### src/rtl/serial_adder_ctrl.sv
// -----------------------------------------------------------------------------
// serial_adder_ctrl
//
// Bit-serial WIDTH-bit adder controller. One 1-bit full-adder cell is reused
// LSB-first over WIDTH cycles with a registered carry. Operands and carry-in
// are captured on an accepted start. The result is held in sum/cout until the
// next operation completes, and done pulses for one cycle.
//
// Ports:
//   clk    in   rising-edge clock
//   rst_n  in   asynchronous active-low reset
//   start  in   request, sampled only while idle
//   a, b   in   WIDTH-bit operands, captured on accepted start
//   cin    in   carry-in, captured on accepted start
//   busy   out  high while bits are being processed
//   done   out  one-cycle completion pulse
//   sum    out  WIDTH-bit result register (last completed result)
//   cout   out  carry-out register (last completed result)
// -----------------------------------------------------------------------------
module serial_adder_ctrl #(
  parameter int unsigned WIDTH = 8
) (
  input  logic             clk,
  input  logic             rst_n,
  input  logic             start,
  input  logic [WIDTH-1:0] a,
  input  logic [WIDTH-1:0] b,
  input  logic             cin,
  output logic             busy,
  output logic             done,
  output logic [WIDTH-1:0] sum,
  output logic             cout
);

  localparam int unsigned CW = $clog2(WIDTH);

  typedef enum logic [1:0] {
    S_IDLE,
    S_RUN,
    S_DONE
  } state_t;

  state_t           r_state;
  state_t           w_state_nxt;

  logic [WIDTH-1:0] r_a;
  logic [WIDTH-1:0] r_b;
  logic             r_c;
  logic [WIDTH-1:0] r_ps;
  logic [CW-1:0]    r_cnt;
  logic [WIDTH-1:0] r_sum;
  logic             r_cout;

  logic             w_s;
  logic             w_c_nxt;
  logic [WIDTH-1:0] w_ps_nxt;
  logic             w_last;

  // Shared full-adder cell on the current LSBs
  always_comb begin
    w_s      = r_a[0] ^ r_b[0] ^ r_c;
    w_c_nxt  = (r_a[0] & r_b[0]) | (r_a[0] & r_c) | (r_b[0] & r_c);
    // After WIDTH shifts bit 0 of the result has reached the LSB
    w_ps_nxt = {w_s, r_ps[WIDTH-1:1]};
    w_last   = (r_cnt == CW'(WIDTH - 1));
  end

  always_ff @(posedge clk or negedge rst_n) begin
    if (!rst_n) begin
      r_state <= S_IDLE;
    end else begin
      r_state <= w_state_nxt;
    end
  end

  always_comb begin
    w_state_nxt = r_state;
    busy        = 1'b0;
    done        = 1'b0;
    case (r_state)
      S_IDLE: begin
        if (start) begin
          w_state_nxt = S_RUN;
        end
      end
      S_RUN: begin
        busy = 1'b1;
        if (w_last) begin
          w_state_nxt = S_DONE;
        end
      end
      S_DONE: begin
        done        = 1'b1;
        w_state_nxt = S_IDLE;
      end
      default: begin
        w_state_nxt = S_IDLE;
      end
    endcase
  end

  always_ff @(posedge clk or negedge rst_n) begin
    if (!rst_n) begin
      r_a    <= '0;
      r_b    <= '0;
      r_c    <= 1'b0;
      r_ps   <= '0;
      r_cnt  <= '0;
      r_sum  <= '0;
      r_cout <= 1'b0;
    end else begin
      case (r_state)
        S_IDLE: begin
          if (start) begin
            r_a   <= a;
            r_b   <= b;
            r_c   <= cin;
            r_ps  <= '0;
            r_cnt <= '0;
          end
        end
        S_RUN: begin
          r_a   <= r_a >> 1;
          r_b   <= r_b >> 1;
          r_c   <= w_c_nxt;
          r_ps  <= w_ps_nxt;
          r_cnt <= r_cnt + 1'b1;
          if (w_last) begin
            r_sum  <= w_ps_nxt;
            r_cout <= w_c_nxt;
          end
        end
        default: begin
        end
      endcase
    end
  end

  assign sum  = r_sum;
  assign cout = r_cout;

endmodule

### config.mk
export PLATFORM = sky130hd
export DESIGN_NAME = serial_adder_ctrl
export DESIGN_NICKNAME = d
export VERILOG_FILES = /design/src/rtl/serial_adder_ctrl.sv
export SDC_FILE = /design/constraint.sdc
export NUM_CORES = 1
export LEC_CHECK = 0
export CAP_MARGIN = 20
export CORE_ASPECT_RATIO = 2
export CORE_UTILIZATION = 30
export DETAILED_ROUTE_END_ITERATION = 6
export SLEW_MARGIN = 20
export SYNTH_ARGS = -nofsm -noshare
export SYNTH_HDL_FRONTEND = slang
export SYNTH_SLANG_ARGS = --single-unit
### constraint.sdc
create_clock -name clk -period 1.4 [get_ports clk]
set_input_delay 0.42 -clock clk [delete_from_list [all_inputs] [get_ports clk]]
set_output_delay 0.42 -clock clk [all_outputs]
set_load 0.02 [all_outputs]
# ---- After elaboration in Yosys (flattened, before gate mapping)
# Cells that the tools add are included.
# Widths: inputs -> output; s select.
dict set report totals {
  reg_bits 39
  latch_bits 0
  mem_bits_rw 0
  rom_bits 0
  input_bits 20
  out_inout_bits 11
  word_cells 41
  mem_count 0
}
dict set report classes {
  n_addsub 1
  n_mul 0
  n_div 0
  order_cmp 0
  eq_ne 5
  shifts 0
  n_mux 15
  bitwise 7
  reduce_logical 5
}
# op n
set ops {}
lappend ops {{$pmux 8 s2} 3}
lappend ops {{$mux 8} 3}
lappend ops {{$pmux 3 s2} 1}
lappend ops {{$reduce_and 2->1} 3}
lappend ops {{$mux 2} 2}
lappend ops {{$ne 2x2->1 const B} 2}
lappend ops {{$pmux 2 s2} 1}
lappend ops {{$add 3x1->3 const B} 1}
lappend ops {{$and 1x1->1} 3}
lappend ops {{$eq 3x3->1 const B} 1}
lappend ops {{$mux 1} 3}
lappend ops {{$mux 3} 1}
lappend ops {{$eq 2x1->1 const B} 1}
lappend ops {{$eq 2x2->1 const B} 1}
lappend ops {{$logic_not 2->1} 1}
lappend ops {{$or 1x1->1} 2}
lappend ops {{$pmux 1 s2} 1}
lappend ops {{$reduce_bool 2->1} 1}
lappend ops {{$xor 1x1->1} 2}

# ---- Depth between registers and ports, before layout
# Gate-level depths: netlist of the first run.
dict set report depth {
  depth_word 4
  mapped_depth 5
  mapped_depth_nobuf 4
}

# ---- Worst setup path after synthesis of the first run
# No wires, ideal clock.
dict set report synth_path {
  path_type {register to output}
  start {register r_state[1]}
  end {output done}
  t_arrival_ns 1.029
  t_required_ns 0.980
  setup_slack_ns -0.049
  path_stages_with_launch 4
  n_path_buf 1
  cell_sequence {dfrtp_1 > inv_1 > clkbuf_1 > nor2_1}
}
dict set report synth_between {
  elab_chain_cells 2
}
# item line_no
set synth_lines {}
lappend synth_lines {{from (decl)} 43} ;# state_t r_state;
lappend synth_lines {{from (signal assigned)} 72} ;# r_state <= w_state_nxt;
lappend synth_lines {{$eq 2x2->1} 80} ;# case (r_state)
lappend synth_lines {{$mux 1} 80}
lappend synth_lines {{to (decl)} 30} ;# output logic done,
# Every way passes these cells.

# ---- Worst setup path after layout of the first run
# Ends and elaborated chain as after synthesis.

==> results of run 1 <==
==> cells in the final DEF (no fill, tap or decap), drive strengths merged, types with 5 or more instances in the layout <==
cell           netlist  routed
o21ai                5       5
mux2                 9       9
dfrtp               38      38
a22o                 9       9
buf                  7      21
o22ai               26      26
clkbuf               3      12
a21oi               16      16
nand2                4       5
clkdlybuf4s50        0      18
==> through the flow <==
stage                     hold slack (ns)  setup TNS, ns  cells
after floorplan                     0.124              0    137
after global placement              0.486          -4.04    232
after detailed placement            0.490          -5.07    232
after CTS                           0.500         -0.104    242
after global routing                0.512         -0.149    244
final                               0.499         -0.102    244
==> cells by family (layout without fill, tap and decap cells) <==
| logic type | count (synthesis) | count (layout) |
|---|---|---|
| adder cells (fa/ha/maj) | 3 | 3 |
| AO/OA/AOI/OAI | 57 | 57 |
| buffers and inverters | 14 | 60 |
| multiplexers | 9 | 9 |
| AND/OR/NAND/NOR | 16 | 17 |
| flip-flops | 38 | 38 |
==> timing repair <==
item	in CTS	in global routing
pin swaps	1	1
buffers inserted	2	1
gates resized for setup	37	15
setup endpoints to repair	20	21
gates cloned	0	1
==> power by group <==
part / leakage (nW) / switching (mW) / internal, mW
logic: 0.500 / 1.04 / 1.08
clock network: 0.0683 / 0.419 / 0.714
registers: 0.463 / 0.386 / 1.60
total: 1.03 / 1.84 / 3.40
==> routing by layer <==
metal,share of wire [%],GRT usage (%),up-vias,wire length (µm)
li1,-,-,603,-
met1,36,14.4,658,1460
met2,57,26.7,34,2300
met3,4.0,3.11,9,162
met4,2.6,9.16,0,104
met5,0,0,-,0
==> worst reg2reg max path, stage by stage (launching register included) <==
cell      delay, ns
dfrtp_1        0.40
buf_6          0.13
buf_4          0.15
nand2b_1       0.16
buf_4          0.19
o22ai_1        0.15
a21oi_1        0.10
==> state kept, by name, indices dropped and copies added, names as in the netlist <==
register / cells
cout: 1
r_a: 8
r_b: 8
r_c: 1
r_cnt: 3
r_ps: 7
r_state: 2
sum: 8
==> final timing paths <==
path | cells past startpoint | endpoint | from | slack, ns
min in group clk | 1 | r_ps[1] | r_ps[1] | 0.51
max in group asynchronous | 2 | r_state[0] | rst_n | 0.70
min | 2 | r_b[7] | rst_n | 0.50
max | 4 | done | r_state[1] | -0.06
min reg2reg | 1 | r_ps[1] | r_ps[1] | 0.51
max reg2reg | 6 | r_b[2] | r_state[1] | 0.01
==> final cells by class <==
type	instances	area, µm²
Timing Repair Buffer	48	418
Clock inverter	3	68.8
Clock buffer	5	68.8
Tap cell	60	75.1
Multi-Input combinational cell	86	683
Sequential cell	38	952
Fill cell	500	3080
Inverter	4	22.5
==> results.md, run 1 <==
- Initial drt markers: 9
- Routability cong.: 0.767
- Status: finished with violations
- # DRC: 0
- Register area share after synthesis: 57.1%
- Slew Limit Fails: 0
- Crit path largest cell delay: 0.40 ns
- Nature of the critical path startpoint: flip-flop
- DR vias/cell: 5.34
- Clock transition at path regs: 0.08 ns
- Dpl cell area: 2110 µm²
- Largest net degree at the start of global routing: 39
- Clk_lat worst skew: 0.30 ns
- Sink Count: 38
- Max Cap Viol: 0
- Netlist Area Pre-Place: 1670 µm²
- Nets: 206
- # diodes: 0
- Top cells by area, synth: dfrtp_1 (57%), o22ai_1 (9.8%), mux2_4 (8.1%), a21oi_1 (4.8%), a22o_1 (4.7%)
- Fmax: 0.687 GHz
- Fraction of registers with async set/reset: 100%
- Slew @ Worst Pin: 0.209 ns
- CP arrival: 1.04 ns
- Syn. warnings: 0
- Peak supply drop: 1.22 mV
- Post-synth cell types: 23
- I/O pin count: 31
- XOR/XNOR share of the synthesized area: 0%
- Total CTS buffers: 5
- Setup WS post-layout: -0.0564 ns
- Antenna Violating Nets Remaining: 0
- Row cnt: 38
- Leakage: 1.03 nW
- Post-DP HPWL: 2800 µm
- Post-layout util: 42.6%
- CTS tree: built
- TritonRoute pass-1 iters: 4
- CP Class: reg -> out
- Largest family of logic cells by synthesized area: compound AO/OA/AOI/OAI gates
- Hold_buf cts: 0
- Die W: 54.7 µm
- CP Max Fanout: 2
- Wire per inst: 16.5 µm
- Simple-Gate Fraction of Synth Area: 5.86%
- Cell Pwr Density: 2290 nW/µm²
- CORE AREA: 5370 µm²
- Worst path slowest cell: dfrtp_1
- Top cell by count, worst path: buf_6
- Share of cells above drive strength 1: 31.0%
- Syn nets: 160
- Minimum clock period: 1.46 ns
- Layout area overhead: 37.3%
- Violated checks: negative setup slack
- Drt total wl: 4030 µm
- CTS Root Cell: clkbuf_8
- Worst-path cell chain: buf_6 > inv_4 > nor2_4 > buf_6
- Seq cells post-synth: 38
- Vias in the first global route: 1379
- Count leader, synth: dfrtp_1
- Top Family by Delay on Critical Path: flip-flops
- Initial antenna violation count: 0
- Endpoints failing hold: 0
- Post-synthesis mux area share: 8.11%
- Gr ovfl total: 0
- # setup viols final: 2
- Htree depth: 2
- Port Buffer Count: 30
- CP endpoint kind: output pin
- Vias: 1304
- Post-Synthesis Cells: 137
- Avg Cell Area, Syn: 12.2 µm²
- Primary FF master, synth: dfrtp_1
- Max clock buf depth: 2
- Worst EP required: 0.98 ns
- Complex-gate fraction of the synthesized area: 21.2%
- GRT Total Usage: 15.0%
- Place WS: -0.260 ns
- Synth top cells by count: dfrtp_1 (38), o22ai_1 (26), a21oi_1 (16), a22o_1 (9), mux2_4 (9)
- Slew margin rel.: 86.1%
- Tcrit/Tclk final: 104%
- Die Y: 107 µm
- First-pass GRT wire length: 6240 µm
- CP bufs+invs: 3
- RSZ-0062 raised after global routing: yes
- Total power: 5.24 mW
- EDFF count, synth: 0
- Starting Density: 31.0%
- Layout Skew: 0.00924 ns
- Yosys top cell area share: 57.1%
- Post-synth top area cell: dfrtp_1
- Die Area: 5880 µm²
- Hold WC Path Type: in -> async
- Cell area after layout: 2290 µm²
- Adder-Cell Fraction of Synth Area: 2.70%
No activity file was read; power rests on OpenSTA's default activity.
==> run 2, diff against run 1 <==
--- a/config.mk
+++ b/config.mk
@@ -5,7 +5,6 @@
 export SDC_FILE = /design/constraint.sdc
 export NUM_CORES = 1
 export LEC_CHECK = 0
-export CAP_MARGIN = 20
 export CORE_ASPECT_RATIO = 2
 export CORE_UTILIZATION = 30
 export DETAILED_ROUTE_END_ITERATION = 6
==> results of run 2 <==
No change in the layout: final DEF, timing and power equal those of run 1.
